## src/rtl/demultiplexer_buffered_04_pkg.sv

```systemverilog
// demultiplexer_buffered_04_pkg
//   Shared definitions for the buffered 1-to-4 demultiplexer: default data
//   width and per-lane buffer depth, and the lane-select encoding used on
//   IN_SEL.
package demultiplexer_buffered_04_pkg;

    localparam int unsigned DEFAULT_WIDTH = 4;
    localparam int unsigned DEFAULT_DEPTH = 2;
    localparam int unsigned NUM_LANES     = 4;

    typedef enum logic [1:0] {
        LANE_A = 2'b00,
        LANE_B = 2'b01,
        LANE_C = 2'b10,
        LANE_D = 2'b11
    } lane_e;

endpackage

```

## src/rtl/demux_lane_fifo.sv

```systemverilog
// demux_lane_fifo
//   One output lane buffer: a DEPTH-entry FIFO with valid/ready style flags.
//   Ports:
//     CLK        rising-edge clock
//     RST        asynchronous active-high reset (clears count and pointers)
//     PUSH       write request; ignored while FULL
//     PUSH_DATA  word to write
//     FULL       lane holds DEPTH words
//     POP        sink consumes the head word; ignored while empty
//     HEAD       word at the read pointer (stale when empty)
//     NOT_EMPTY  lane holds at least one word
module demux_lane_fifo
    import demultiplexer_buffered_04_pkg::*;
#(
    parameter int unsigned WIDTH = DEFAULT_WIDTH,
    parameter int unsigned DEPTH = DEFAULT_DEPTH
) (
    input  logic             CLK,
    input  logic             RST,
    input  logic             PUSH,
    input  logic [WIDTH-1:0] PUSH_DATA,
    output logic             FULL,
    input  logic             POP,
    output logic [WIDTH-1:0] HEAD,
    output logic             NOT_EMPTY
);

    localparam int unsigned PW = $clog2(DEPTH);

    logic [PW:0]      count;
    logic [PW-1:0]    wr_ptr;
    logic [PW-1:0]    rd_ptr;
    logic [WIDTH-1:0] mem [DEPTH];
    logic             do_push;
    logic             do_pop;

    // A full lane refuses a push even if it pops on the same edge.
    assign FULL      = (count == (PW+1)'(DEPTH));
    assign NOT_EMPTY = (count != '0);
    assign do_push   = PUSH && !FULL;
    assign do_pop    = POP && NOT_EMPTY;
    assign HEAD      = mem[rd_ptr];

    // Pointers wrap naturally because DEPTH is a power of two.
    always_ff @(posedge CLK or posedge RST) begin
        if (RST) begin
            count  <= '0;
            wr_ptr <= '0;
            rd_ptr <= '0;
        end else begin
            if (do_push) wr_ptr <= wr_ptr + 1'b1;
            if (do_pop)  rd_ptr <= rd_ptr + 1'b1;
            case ({do_push, do_pop})
                2'b10:   count <= count + 1'b1;
                2'b01:   count <= count - 1'b1;
                default: count <= count;
            endcase
        end
    end

    // Storage is deliberately not reset; reset only discards via the pointers.
    always_ff @(posedge CLK) begin
        if (do_push && !RST) mem[wr_ptr] <= PUSH_DATA;
    end

endmodule

```

## src/rtl/demultiplexer_buffered_04.sv

```systemverilog
// demultiplexer_buffered_04
//   Routes one input word stream to four buffered output lanes (A..D) chosen
//   by IN_SEL. Each lane has its own FIFO so a stalled lane never blocks
//   the others. Output latency is one cycle; no combinational data path.
//   Ports:
//     CLK, RST                      clock, asynchronous active-high reset
//     IN_DATA, IN_SEL, IN_VALID     offered word and destination lane
//     IN_READY                      selected lane has room (independent of
//                                   IN_VALID and of every READY_x)
//     A, B, C, D                    head word of each lane
//     VALID_A..VALID_D              lane holds at least one word
//     READY_A..READY_D              lane sink consumes the head word
module demultiplexer_buffered_04
    import demultiplexer_buffered_04_pkg::*;
#(
    parameter int unsigned WIDTH = DEFAULT_WIDTH,
    parameter int unsigned DEPTH = DEFAULT_DEPTH
) (
    input  logic             CLK,
    input  logic             RST,
    input  logic [WIDTH-1:0] IN_DATA,
    input  logic [1:0]       IN_SEL,
    input  logic             IN_VALID,
    output logic             IN_READY,
    output logic [WIDTH-1:0] A,
    output logic [WIDTH-1:0] B,
    output logic [WIDTH-1:0] C,
    output logic [WIDTH-1:0] D,
    output logic             VALID_A,
    output logic             VALID_B,
    output logic             VALID_C,
    output logic             VALID_D,
    input  logic             READY_A,
    input  logic             READY_B,
    input  logic             READY_C,
    input  logic             READY_D
);

    logic [NUM_LANES-1:0] lane_push;
    logic [NUM_LANES-1:0] lane_pop;
    logic [NUM_LANES-1:0] lane_full;
    logic [NUM_LANES-1:0] lane_ne;
    logic [WIDTH-1:0]     lane_head [NUM_LANES];

    assign lane_pop = {READY_D, READY_C, READY_B, READY_A};

    assign IN_READY = !lane_full[IN_SEL];

    for (genvar i = 0; i < NUM_LANES; i++) begin : g_lane
        assign lane_push[i] = IN_VALID && IN_READY && (IN_SEL == 2'(i));

        demux_lane_fifo #(
            .WIDTH(WIDTH),
            .DEPTH(DEPTH)
        ) u_fifo (
            .CLK       (CLK),
            .RST       (RST),
            .PUSH      (lane_push[i]),
            .PUSH_DATA (IN_DATA),
            .FULL      (lane_full[i]),
            .POP       (lane_pop[i]),
            .HEAD      (lane_head[i]),
            .NOT_EMPTY (lane_ne[i])
        );
    end

    assign A       = lane_head[LANE_A];
    assign B       = lane_head[LANE_B];
    assign C       = lane_head[LANE_C];
    assign D       = lane_head[LANE_D];
    assign VALID_A = lane_ne[LANE_A];
    assign VALID_B = lane_ne[LANE_B];
    assign VALID_C = lane_ne[LANE_C];
    assign VALID_D = lane_ne[LANE_D];

endmodule

```

## config.mk

```make
export PLATFORM = sky130hd
export DESIGN_NAME = demultiplexer_buffered_04
export DESIGN_NICKNAME = d
export VERILOG_FILES = /design/src/rtl/demultiplexer_buffered_04_pkg.sv /design/src/rtl/demux_lane_fifo.sv /design/src/rtl/demultiplexer_buffered_04.sv
export SDC_FILE = /design/constraint.sdc
export NUM_CORES = 1
export LEC_CHECK = 0
export CORE_MARGIN = 8
export CORE_UTILIZATION = 52
export CTS_CLUSTER_DIAMETER = 30
export DETAILED_ROUTE_END_ITERATION = 6
export MAX_ROUTING_LAYER = met4
export PLACE_DENSITY = 0.87
export SYNTH_ARGS = -nofsm -noshare
export SYNTH_HDL_FRONTEND = slang
export SYNTH_HIERARCHICAL = 1
export SYNTH_SLANG_ARGS = --single-unit
```

## constraint.sdc

```tcl
create_clock -name CLK -period 2.5 [get_ports CLK]
set_input_delay 0.5 -clock CLK [delete_from_list [all_inputs] [get_ports CLK]]
set_output_delay 0.5 -clock CLK [all_outputs]
set_load 0.01 [all_outputs]
```

==> results of run 1 <==
worst max-delay path by stage:
stage | from | endpoint | slack [ps]
5_1_grt | IN_SEL[0] | IN_READY | 90
3_3_place_gp | IN_SEL[0] | IN_READY | -90
3_5_place_dp | IN_SEL[0] | IN_READY | -90
2_1_floorplan | g_lane[0].u_fifo/count[1] | g_lane[0].u_fifo/mem[1][0] | 730
6_report | IN_SEL[0] | IN_READY | 180
4_1_cts | IN_SEL[0] | IN_READY | 170
critical path: stages:
cell             delay, ps
clkdlybuf4s50_1        500
mux4_2                 490
inv_1                   60
dlygate4sd2_1          270
sequential cells by signal, summed over array words and instances (netlist names):
name                  count
g_lane.u_fifo/wr_ptr      4
g_lane.u_fifo/rd_ptr      4
g_lane.u_fifo/count       8
g_lane.u_fifo/mem        32
cell type report:
cell class	instances	area [sq um]	share of cell area, %
clock buffer	7	76.3	2.91
clock inverter	1	30.0	1.15
inverter	9	33.8	1.29
multi-input combinational	74	651	24.8
sequential	48	1360	52.0
tap	50	62.6	2.39
timing repair buffer	43	404	15.4
per-layer routing:
layer  up-vias  share of wire [%]  GRT usage, %
li1        569                  -             -
met1       578                 39          13.2
met2        19                 56          24.1
met3         7                3.4          2.60
met4         0                1.6          5.00
met5         -                  0             -
per-stage QoR:
step / area (sq um) / util [%] / power [mW] / setup TNS, ps / instances
2_1_floorplan: 2050 / - / 1.79 / 0 / 131
3_3_place_gp: 2510 / 64.7 / 2.12 / -91.9 / 224
3_5_place_dp: 2510 / 64.7 / 2.18 / -91.7 / 224
4_1_cts: 2620 / 67.4 / 2.71 / 0 / 232
5_1_grt: 2620 / 67.4 / 2.83 / 0 / 232
6_report: 2620 / 67.4 / 2.68 / 0 / 232
cells by family (layout without fill, tap and decap cells):
family          count (synthesis)  count (layout)  synth area share [%]
buf+inv                         9              60                  1.65
simple gates                   29              29                  9.17
mux                            17              17                  9.91
fa+ha+maj                       4               4                  2.45
xor+xnor                       20              20                  8.56
compound gates                  4               4                  1.71
flops                          48              48                  66.5
power by group:
part	leakage, nW	switching, mW	internal [mW]	total (mW)
combinational	0.445	0.380	0.578	0.958
clock	0.0524	0.232	0.299	0.531
sequential	0.475	0.184	1.01	1.19
synth_stat cells:
cell type,number
edfxtp_1,32
dfrtp_1,16
xnor2_1,16
inv_1,9
mux2_1,8
mux2_2,8
nor2_1,8
nor3_1,5
nor3b_1,5
and2_4,4
ha_1,4
o21ai_2,4
or2_4,4
xor2_1,4
and4bb_2,1
mux4_2,1
nand2_1,1
nor4b_1,1
placed cells by master, fill, tap and decap left out, drive strengths merged, types with 5 or more instances in the layout:
| cell | count |
|---|---|
| dfrtp | 16 |
| buf | 10 |
| inv | 9 |
| xnor2 | 16 |
| clkbuf | 7 |
| mux2 | 16 |
| nor3 | 5 |
| clkdlybuf4s50 | 32 |
| edfxtp | 32 |
| nor2 | 8 |
| nor3b | 5 |
==> impl_metrics.tcl, run 1 <==
set metrics [dict create \
    drc 0 \
    relSlewSlack_pct 68.3 \
    ys_ff_latch 48 \
    synth_top_cell_area_share_pct 47.0 \
    routed_via_density 5.06 \
    skew_ps 5.76 \
    finalCritPeriodShare_pct 92.8 \
    cts.sinks 48 \
    timing.hold.ws_ps 508 \
    synthTopCellsByArea "edfxtp_1 (47%), dfrtp_1 (20%), xnor2_1 (6.9%), mux2_1 (4.4%), mux2_2 (4.4%)" \
    p_leak_nw 0.973 \
    cts_tree "done" \
    io_pins 34 \
    wire_per_inst_um 16.4 \
    synth_area_leader_cell "edfxtp_1" \
    globalplace.congestion 0.755 \
    grt_pass1_wl_um 6140 \
    min_period_ps 2320 \
    fmax_ghz 0.431 \
    fp.dieW_um 78.7 \
    power.density_nw_per_um2 1020 \
    preCtsSetupSlack_ps -91.7 \
    r2r_end "g_lane[0].u_fifo/mem[1][3]" \
    rsz0062_at_grt "no" \
    min_to "g_lane[0].u_fifo/wr_ptr" \
    grt_overflow_total 0 \
    syn_area_sq_um 2050 \
    cts.repair.resized 1 \
    cts_inserted_buffers 5 \
    drive_gt1_share_pct 20.9 \
    fillers 284 \
    cp-end-kind "output pin" \
    crit_type "primary input to output pin" \
    hold_violations 0 \
    clk_latency_ps 290 \
    syn2layout_area_growth_pct 28.0 \
    min_path_type "flop to flop" \
    start_util_pct 52.7 \
    layout_setup_ws_ps 181 \
    worst_slew_pin_slew_ps 474 \
    regToRegSetupSlack_ps 640 \
    synth_cells 131 \
    ant_nets 0 \
    slew_violations 0 \
    worst_setup_path_start_kind "primary input" \
    synth_fp_nets 148 \
    hpwlAfterDp_um 2980 \
    yosysWarnings 6 \
    first_global_vias 1258 \
    synthDistinctLibCells 18 \
    fin_nets 198 \
    routed_wl_um 3810 \
    cts_max_level 2 \
    insertedDiodeCount 0 \
    dr.pass1.iters 4 \
    cap_violations 0 \
    grt_antenna_before_repair 0 \
    peakVddDrop_uv 408 \
    setup_viol_count_final 0 \
    r2r_cells 6 \
    path_clk_slew_ps 70 \
    dieArea_sq_um 6200 \
    fp-row-count 23 \
    r2r-start "g_lane[0].u_fifo/count[1]" \
    ys_seq_area_share_pct 66.5 \
    vias 1173 \
    synth.avg_cell_area_sq_um 15.6 \
    cts_hold_buf 0 \
    critPathMaxFanout 2 \
    track_usage_pct 13.0 \
    cts_buffer_depth 2 \
    outcome "complete, no violations" \
    grt_max_degree 15 \
    die_height_um 78.7 \
    dr.first_iter.drc_count 98 \
    hp-start "g_lane[0].u_fifo/wr_ptr" \
    required_ps 2000 \
    io_buffers 33 \
    cts_setup_buffers 0 \
    worstHoldPathCells 1 \
    arrival_ps 1820 \
    core_sq_um 3880 \
    clock-root-buffer "clkbuf_8" \
]
(Power assumes the default switching activity.)
==> inputs of run 2 (changes only) <==
--- a/config.mk
+++ b/config.mk
@@ -5,8 +5,10 @@
 export SDC_FILE = /design/constraint.sdc
 export NUM_CORES = 1
 export LEC_CHECK = 0
+export CELL_PAD_IN_SITES_DETAIL_PLACEMENT = 1
+export CELL_PAD_IN_SITES_GLOBAL_PLACEMENT = 2
 export CORE_MARGIN = 8
-export CORE_UTILIZATION = 52
+export CORE_UTILIZATION = 37
 export CTS_CLUSTER_DIAMETER = 30
 export DETAILED_ROUTE_END_ITERATION = 6
 export MAX_ROUTING_LAYER = met4
==> impl_metrics.tcl, run 2 (synthesis gave the netlist of run 1 again) <==
set metrics [dict create \
    outcome "complete, no violations" \
    dieArea_sq_um 8160 \
    drive_gt1_share_pct 22.0 \
    wire_per_inst_um 16.8 \
    ant_nets 0 \
    arrival_ps 1830 \
    dr.pass1.iters 4 \
    peakVddDrop_uv 506 \
    slowest_stage "clkdlybuf4s50_1" \
    track_usage_pct 11.1 \
    worstHoldPathCells 1 \
    slowest_delay_ps 510 \
    fin_nets 198 \
    hpwlAfterDp_um 3330 \
    tns_ps 0 \
    grt_antenna_before_repair 0 \
    setup_viol_count_final 0 \
    routed_via_density 4.66 \
    top_regs "g_lane.u_fifo/mem x32, g_lane.u_fifo/count x8" \
    rsz0062_at_grt "no" \
    power.density_nw_per_um2 1030 \
    routed_wl_um 4270 \
    grt_max_degree 16 \
    die_height_um 90.4 \
    globalplace.congestion 0.740 \
    min_period_ps 2330 \
    drc 0 \
    clock-root-buffer "clkbuf_8" \
    syn2layout_area_growth_pct 29.6 \
    cts_hold_buf 0 \
    final_cells 254 \
    dp.cells 246 \
    grt_pass1_wl_um 7000 \
    startpoint "IN_SEL[0]" \
    worst_setup_path_start_kind "primary input" \
    largest_reg_flops 32 \
    core_sq_um 5440 \
    critPathMaxFanout 2 \
    hp-start "g_lane[1].u_fifo/wr_ptr" \
    min_path_type "flop to flop" \
    fmax_ghz 0.429 \
    clk_latency_ps 300 \
    fp.dieW_um 90.4 \
    path_clk_slew_ps 80 \
    cts_tree "done" \
    r2r-start "g_lane[0].u_fifo/count[1]" \
    grt_most_used_layer "met2" \
    slew_violations 0 \
    grt_overflow_total 0 \
    use_met3_pct 2.33 \
    required_ps 2000 \
    hold_violations 0 \
    dr.first_iter.drc_count 73 \
    vias 1184 \
    cts_setup_buffers 0 \
    final_cell_mix "edfxtp_1 (32), clkdlybuf4s50_1 (32), xnor2_1 (16), dfrtp_1 (16), buf_4 (10)" \
    worst_slew_pin_slew_ps 499 \
    cts.sinks 48 \
    worst_path_dominant_cell_family "buffers and inverters" \
    first_global_vias 1372 \
    cp.depth 4 \
    start_util_pct 37.6 \
    fp-row-count 27 \
    p_leak_nw 0.975 \
    cts_buffer_depth 2 \
    io_pins 34 \
    insertedDiodeCount 0 \
    regMostFlops "g_lane.u_fifo/mem" \
    cts_max_level 2 \
    cap_violations 0 \
    r2r_cells 8 \
    cp-end-kind "output pin" \
    path_cells "clkdlybuf4s50_1 > mux4_2 > inv_1 > dlygate4sd2_1" \
    gr-usage-met2_pct 20.4 \
    skew_ps 6.49 \
    io_buffers 33 \
    relSlewSlack_pct 66.3 \
    finalCritPeriodShare_pct 93.1 \
    worst-path-buf-inv 3 \
    use_met1_pct 11.1 \
    cts_inserted_buffers 5 \
    place_area_sq_um 2540 \
    fin_area_sq_um 2650 \
    crit_type "primary input to output pin" \
    cts.repair.resized 1 \
    timing.hold.ws_ps 512 \
]
[run 2: changes by cell type in the layout (fill, tap and decap cells not counted), sizes merged]
cell	previous run	this run
clkinvlp	0	1
clkbuf	7	5
clkinv	0	1
[run 2: routing by layer]
metal,vias up,wire (um)
met5,-,0
met4,0,56
met3,6,104
met2,19,2360
met1,597,1750
li1,562,-
[run 2: final cells by class]
| cell class | instances | area [sq um] |
|---|---|---|
| Timing Repair Buffer | 43 | 404 |
| Fill cell | 543 | 2790 |
| Multi-Input combinational cell | 74 | 651 |
| Clock buffer | 5 | 68.8 |
| Inverter | 9 | 33.8 |
| Tap cell | 72 | 90.1 |
| Clock inverter | 3 | 42.5 |
| Sequential cell | 48 | 1360 |
[run 2: where the power goes]
group	switching [mW]	total, mW	internal, mW	leakage (nW)
Clock	0.254	0.550	0.296	0.0541
Sequential	0.198	1.21	1.01	0.475
Combinational	0.397	0.976	0.578	0.445
Total	0.849	2.73	1.88	0.975
[run 2: stage by stage]
| step | util [%] | worst slack (ps) | total power, mW |
|---|---|---|---|
| floorplan | - | 727 | 1.79 |
| global placement | 46.7 | -93.4 | 2.13 |
| detailed placement | 46.7 | -116 | 2.21 |
| CTS | 48.7 | 147 | 2.77 |
| global route | 48.7 | 108 | 2.88 |
| finish | 48.7 | 171 | 2.73 |
[run 2: worst paths after layout]
check,slack (ps),to
worst max register to register,520,g_lane[0].u_fifo/count[1]
worst min-delay path,510,g_lane[1].u_fifo/wr_ptr
worst max-delay path,170,IN_READY
min in group asynchronous,700,g_lane[3].u_fifo/wr_ptr
worst min register to register,510,g_lane[1].u_fifo/wr_ptr
max in group asynchronous,1610,g_lane[2].u_fifo/count[1]
[run 2: worst register-to-register path, delay by kind of cell, from the launching register on]
family | cells | cell delay, ps
xor+xnor | 2 | 290
simple gates | 3 | 650
flops | 1 | 390
compound gates | 1 | 180
fa+ha+maj | 1 | 240
buf+inv | 1 | 120
==> inputs of run 3 (changes only) <==
--- a/config.mk
+++ b/config.mk
@@ -11,6 +11,7 @@
 export CORE_UTILIZATION = 37
 export CTS_CLUSTER_DIAMETER = 30
 export DETAILED_ROUTE_END_ITERATION = 6
+export GPL_ROUTABILITY_DRIVEN = 1
 export MAX_ROUTING_LAYER = met4
 export PLACE_DENSITY = 0.87
 export SYNTH_ARGS = -nofsm -noshare
==> results of run 3 <==
No change in the layout: final DEF, timing and power equal those of run 2.
